<file path="src/rtl/tx_pulser.sv">
// rtl/tx_pulser.sv - per-element bipolar burst pulser triggered by rising edges of the fire vector
// Optional one-cycle dead time around every phase switch: define TX_PULSER_DEADTIME_EN.
module tx_pulser #(
   parameter int NUM_CH = 64,
   parameter int HP_W   = 4,
   parameter int NC_W   = 4
) (
   input  logic              clk,
   input  logic              rst,
   input  logic              enable,
   input  logic [NUM_CH-1:0] tx_in,
   input  logic [HP_W-1:0]   half_period,
   input  logic [NC_W-1:0]   num_cycles,
   output logic [NUM_CH-1:0] pulse_p,
   output logic [NUM_CH-1:0] pulse_n,
   output logic [NUM_CH-1:0] busy,
   output logic              all_idle
);

`ifdef TX_PULSER_DEADTIME_EN
   typedef enum logic [2:0] {IDLE, POS, NEG, DEAD_PN, DEAD_NP} state_t;
`else
   typedef enum logic [1:0] {IDLE, POS, NEG} state_t;
`endif

   // tx_in is captured once before edge detection, so an edge sampled at
   // edge t shows up at the drive outputs from edge t+1.
   logic [NUM_CH-1:0] tx_q, tx_d;
   logic [NUM_CH-1:0] prev_q, prev_d;
   logic [NUM_CH-1:0] pulse_p_q, pulse_p_d;
   logic [NUM_CH-1:0] pulse_n_q, pulse_n_d;
   logic [NUM_CH-1:0] busy_q, busy_d;
   logic              all_idle_q, all_idle_d;

   state_t            state_q [NUM_CH];
   state_t            state_d [NUM_CH];
   logic [HP_W-1:0]   h_q     [NUM_CH];
   logic [HP_W-1:0]   h_d     [NUM_CH];
   logic [HP_W-1:0]   hcnt_q  [NUM_CH];
   logic [HP_W-1:0]   hcnt_d  [NUM_CH];
   logic [NC_W-1:0]   ncnt_q  [NUM_CH];
   logic [NC_W-1:0]   ncnt_d  [NUM_CH];

   logic [HP_W-1:0]   h_eff;
   logic              arm_ok;

   always_comb begin
      tx_d       = tx_in;
      prev_d     = tx_q;
      pulse_p_d  = '0;
      pulse_n_d  = '0;
      busy_d     = '0;
      all_idle_d = ~|busy_q;
      h_eff      = (half_period == '0) ? HP_W'(1) : half_period;
      arm_ok     = enable && (num_cycles != '0);

      for (int i = 0; i < NUM_CH; i++) begin
         state_d[i] = state_q[i];
         h_d[i]     = h_q[i];
         hcnt_d[i]  = hcnt_q[i];
         ncnt_d[i]  = ncnt_q[i];

         if (!enable) begin
            state_d[i] = IDLE;
            hcnt_d[i]  = '0;
            ncnt_d[i]  = '0;
         end else begin
            case (state_q[i])
               IDLE: begin
                  if (arm_ok && tx_q[i] && !prev_q[i]) begin
                     state_d[i] = POS;
                     h_d[i]     = h_eff;
                     hcnt_d[i]  = h_eff - HP_W'(1);
                     ncnt_d[i]  = num_cycles;
                  end
               end
               POS: begin
                  if (hcnt_q[i] == '0) begin
`ifdef TX_PULSER_DEADTIME_EN
                     state_d[i] = DEAD_PN;
`else
                     state_d[i] = NEG;
                     hcnt_d[i]  = h_q[i] - HP_W'(1);
`endif
                  end else begin
                     hcnt_d[i] = hcnt_q[i] - HP_W'(1);
                  end
               end
               NEG: begin
                  if (hcnt_q[i] == '0) begin
                     ncnt_d[i] = ncnt_q[i] - NC_W'(1);
                     if (ncnt_q[i] == NC_W'(1)) begin
                        state_d[i] = IDLE;
                     end else begin
`ifdef TX_PULSER_DEADTIME_EN
                        state_d[i] = DEAD_NP;
`else
                        state_d[i] = POS;
                        hcnt_d[i]  = h_q[i] - HP_W'(1);
`endif
                     end
                  end else begin
                     hcnt_d[i] = hcnt_q[i] - HP_W'(1);
                  end
               end
`ifdef TX_PULSER_DEADTIME_EN
               DEAD_PN: begin
                  state_d[i] = NEG;
                  hcnt_d[i]  = h_q[i] - HP_W'(1);
               end
               DEAD_NP: begin
                  state_d[i] = POS;
                  hcnt_d[i]  = h_q[i] - HP_W'(1);
               end
`endif
               default: begin
                  state_d[i] = IDLE;
               end
            endcase
         end

         // Outputs decode the next state so they are flops aligned with it.
         pulse_p_d[i] = (state_d[i] == POS);
         pulse_n_d[i] = (state_d[i] == NEG);
         busy_d[i]    = (state_d[i] != IDLE);
      end
   end

   always_ff @(posedge clk) begin
      if (rst) begin
         tx_q       <= '1;
         prev_q     <= '1;
         pulse_p_q  <= '0;
         pulse_n_q  <= '0;
         busy_q     <= '0;
         all_idle_q <= 1'b1;
         for (int i = 0; i < NUM_CH; i++) begin
            state_q[i] <= IDLE;
            h_q[i]     <= '0;
            hcnt_q[i]  <= '0;
            ncnt_q[i]  <= '0;
         end
      end else begin
         tx_q       <= tx_d;
         prev_q     <= prev_d;
         pulse_p_q  <= pulse_p_d;
         pulse_n_q  <= pulse_n_d;
         busy_q     <= busy_d;
         all_idle_q <= all_idle_d;
         for (int i = 0; i < NUM_CH; i++) begin
            state_q[i] <= state_d[i];
            h_q[i]     <= h_d[i];
            hcnt_q[i]  <= hcnt_d[i];
            ncnt_q[i]  <= ncnt_d[i];
         end
      end
   end

   assign pulse_p  = pulse_p_q;
   assign pulse_n  = pulse_n_q;
   assign busy     = busy_q;
   assign all_idle = all_idle_q;

endmodule
</file>
<file path="config.mk">
export PLATFORM = sky130hd
export DESIGN_NAME = tx_pulser
export DESIGN_NICKNAME = d
export VERILOG_FILES = /design/src/rtl/tx_pulser.sv
export SDC_FILE = /design/constraint.sdc
export NUM_CORES = 2
export LEC_CHECK = 0
export CELL_PAD_IN_SITES_DETAIL_PLACEMENT = 1
export CELL_PAD_IN_SITES_GLOBAL_PLACEMENT = 1
export CORE_ASPECT_RATIO = 1.5
export CORE_MARGIN = 4
export CORE_UTILIZATION = 43
export DETAILED_ROUTE_END_ITERATION = 10
export GPL_TIMING_DRIVEN = 1
export PLACE_DENSITY = 0.81
export SYNTH_ARGS = -nofsm -noshare
export SYNTH_HDL_FRONTEND = slang
export SYNTH_SLANG_ARGS = --single-unit
</file>
<file path="constraint.sdc">
create_clock -name clk -period 3.12 [get_ports clk]
set_input_delay 0.624 -clock clk [delete_from_list [all_inputs] [get_ports clk]]
set_output_delay 0.624 -clock clk [all_outputs]
set_load 0.005 [all_outputs]
</file>
==> results.py <==
metrics = {
    "synthesis": {
        "ys_top_cells_by_count": "dfxtp_1, a21oi_1, nor2_1, ha_1, clkbuf_1",
        "ys_warn_count": 0,
        "most_numerous_cell_in_the_yosys_netlist": "dfxtp_1",
        "synth-main-ff-cell": "dfxtp_1",
        "synth_top_area_share_pct": 35.5,
        "synth_enable_flop_cells": 0,
        "synth-async-reset-ratio_pct": 0,
        "synth_area_leaders": "dfxtp_1, ha_1, a21oi_1, mux2i_1, nor2_1",
        "post-synth-top-area-cell": "dfxtp_1",
        "mean_cell_area_of_the_mapped_netlist_um2": 8.61,
        "ys_ff_latch": 1217,
        "syn_nets": 8497,
        "netlist-cell-type-count": 85,
        "syn_area_mm2": 0.0687,
        "syn-instance-count": 7972,
        "synth_seq_area_share_pct": 35.5,
    },
    "clocking": {
        "postCtsSetupRepairBufs": 0,
        "insertion_delay_to_the_later_sink_of_the_worst_skew_pair_ps": 820,
        "cts_root_buffer_type": "clkbuf_16",
        "post_cts.resized_instances": 0,
        "hold_buffers": 0,
        "tritoncts": "built",
        "htree_levels": 4,
        "tritoncts.num_buffers": 131,
        "cts_num_sinks": 1217,
        "clkSlewWorstSetupHoldPaths_ps": 60,
        "cts_buffer_depth": 3,
    },
    "run_status": {
        "run_status": "finished, final reports clean",
    },
    "cells_and_area": {
        "final_util_pct": 50.0,
        "area_delta_synth_final_pct": 15.7,
        "final_layout_size_suffix_gt1_share_pct": 11.6,
        "final_design_area_no_fill_mm2": 0.0794,
        "final_nets": 8726,
        "layoutNonFillerInstCount": 10395,
        "final.fill_count": 18497,
    },
    "global_route": {
        "grt_start_max_net_pins": 158,
        "grt_pass1_vias": 68377,
        "grt_use_total_pct": 27.5,
        "grt.overflow.total": 0,
        "global_route_wire_length_before_repair_um": 374000,
        "grt_antenna_before_repair": 7,
    },
    "placed_design": {
        "placement.setup.worst_slack_ps": 104,
        "dp_hpwl_um": 159000,
        "last_weighted_congestion_value_of_the_routability_driven_placer": 0.855,
        "dp.cells": 10149,
        "portBuffers": 267,
        "placement.cell_area_mm2": 0.0749,
    },
    "floorplan": {
        "floorplan.initialDensity_pct": 43.2,
        "std_cell_rows": 179,
        "core_region_area_mm2": 0.159,
        "die_height_um": 497,
        "design.die.area_mm2": 0.166,
        "num_io_pins": 268,
        "die_w_um": 334,
    },
    "hold_path": {
        "min_path_type": "in2reg",
        "min_delay_path_depth": 2,
    },
    "route": {
        "first_iter_violations": 3863,
        "wire_per_inst_um": 23.0,
        "vias": 65232,
        "detail_route.drc_violations": 0,
        "via_cell_ratio": 6.28,
        "detail_route.wirelength_um": 239000,
        "antenna_viol_nets_final": 0,
        "dr_pass1_iterations": 5,
    },
    "setup_path": {
        "timing.critical_path.to_type": "primary output",
        "worstPathMaxFanout": 2,
        "cp_data_required_time_ps": 2500,
        "start_kind": "flop",
        "crit_path_category": "reg2out",
        "max_stage_delay_ps": 660,
        "cp.buffers_inverters": 1,
        "worst-endpoint-arrival_ps": 2020,
        "depth_of_the_most_critical_reg_to_reg_path": 8,
        "crit_path_top_delay_cell": "clkdlybuf4s50_1",
        "timing.critical_path.cells": "clkdlybuf4s50_1",
        "critical_path.top_delay_family": "buffers and inverters",
        "timing.critical_path.depth": 1,
    },
    "power_and_ir_drop": {
        "power.ir.vdd_worst_mv": 0.441,
        "p_leak_nw": 29.5,
        "power_per_cell_area_mw_per_mm2": 463,
        "p_total_mw": 36.8,
    },
    "sta": {
        "fin_worst_hold_slack_ps": 290,
        "rsz_0062_raised_after_global_routing": "no",
        "postLayoutSetupSlackWorst_ps": 479,
        "worst_slew_margin_rel_pct": 30.2,
        "timing.final.setup_violations": 0,
        "fmaxAchievable_mhz": 379,
        "fin_tns_setup_ps": 0,
        "timing_max_transition_violations_final": 0,
        "post-route-min-period_ps": 2640,
        "timing.clock.skew_ps": 26.8,
        "finalHoldViolations": 0,
        "finalCritPeriodShare_pct": 84.6,
        "worst_slew_pin_slew_ps": 1040,
    },
    "run": {
        "max_cap_viol_count": 0,
    },
}
## cells by family after synthesis
| kind of cell | synth area share [%] |
|---|---|
| XOR/XNOR | 0.599 |
| AND/OR/NAND/NOR | 20.7 |
| adder cells (fa/ha/maj) | 8.20 |
| buffers and inverters | 4.92 |
| AO/OA/AOI/OAI | 24.8 |
| multiplexers | 5.31 |
| flip-flops | 35.5 |
## report_power, final
part	internal (mW)	switching [mW]
sequential	15.8	0.296
combinational	1.39	2.41
clock	9.79	7.06
## path summary, 6_finish.rpt
path	slack [ps]	startpoint	to
min reg2reg	430	prev_d[1]	prev_q[1]
max reg2reg	700	hcnt_q[0][103]	hcnt_q[0][102]
max	480	busy[0]	busy[0]
min	290	enable	pulse_p[44]
## final cells by class
type | count | area, µm² | area share, %
timing repair buffer | 565 | 5370 | 6.76
antenna | 4 | 10.0 | 0.0126
clock inverter | 64 | 802 | 1.01
tap | 2081 | 2600 | 3.28
sequential | 1217 | 24400 | 30.7
clock buffer | 178 | 3770 | 4.74
multi-input combinational | 5884 | 41000 | 51.6
inverter | 402 | 1520 | 1.91
## cells in the final DEF (no fill, tap or decap), types with 41 or more instances in the layout
cell,instances
a21o_1,85
clkdlybuf4s50_1,258
nor4b_1,69
dfxtp_1,1217
inv_1,398
o22ai_1,102
o221a_2,65
ha_1,449
a31oi_1,63
nor4_2,45
mux2i_1,362
a2111oi_0,54
or2_2,136
o211ai_1,47
o21ai_0,259
o311ai_0,127
a21oi_1,790
a211oi_1,210
nor4_1,68
a21bo_2,60
nand3_1,278
o31ai_1,154
nand4_1,69
or4_1,93
buf_4,268
or3b_2,41
and2_1,60
nand2_1,159
nor3_1,380
or3_1,52
nor2b_1,206
nor2_1,596
o31a_1,60
nand2b_1,76
and3_1,47
clkbuf_16,135
## flip-flops by register name (all words and copies together) (netlist names), 64 cells and up
name     cells
ncnt_q     256
h_q        256
hcnt_q     256
state_q    128
pulse_n     64
prev_d      64
pulse_p     64
prev_q      64
busy        64
## metal layers
layer	track usage (%)	vias up	wire (µm)
met4	12.9	2	10900
met3	3.87	627	11900
met2	49.2	1771	118000
met1	32.3	32594	98100
met5	0	-	13
li1	-	30238	-
Note: power is estimated with default switching activity, not from simulation.
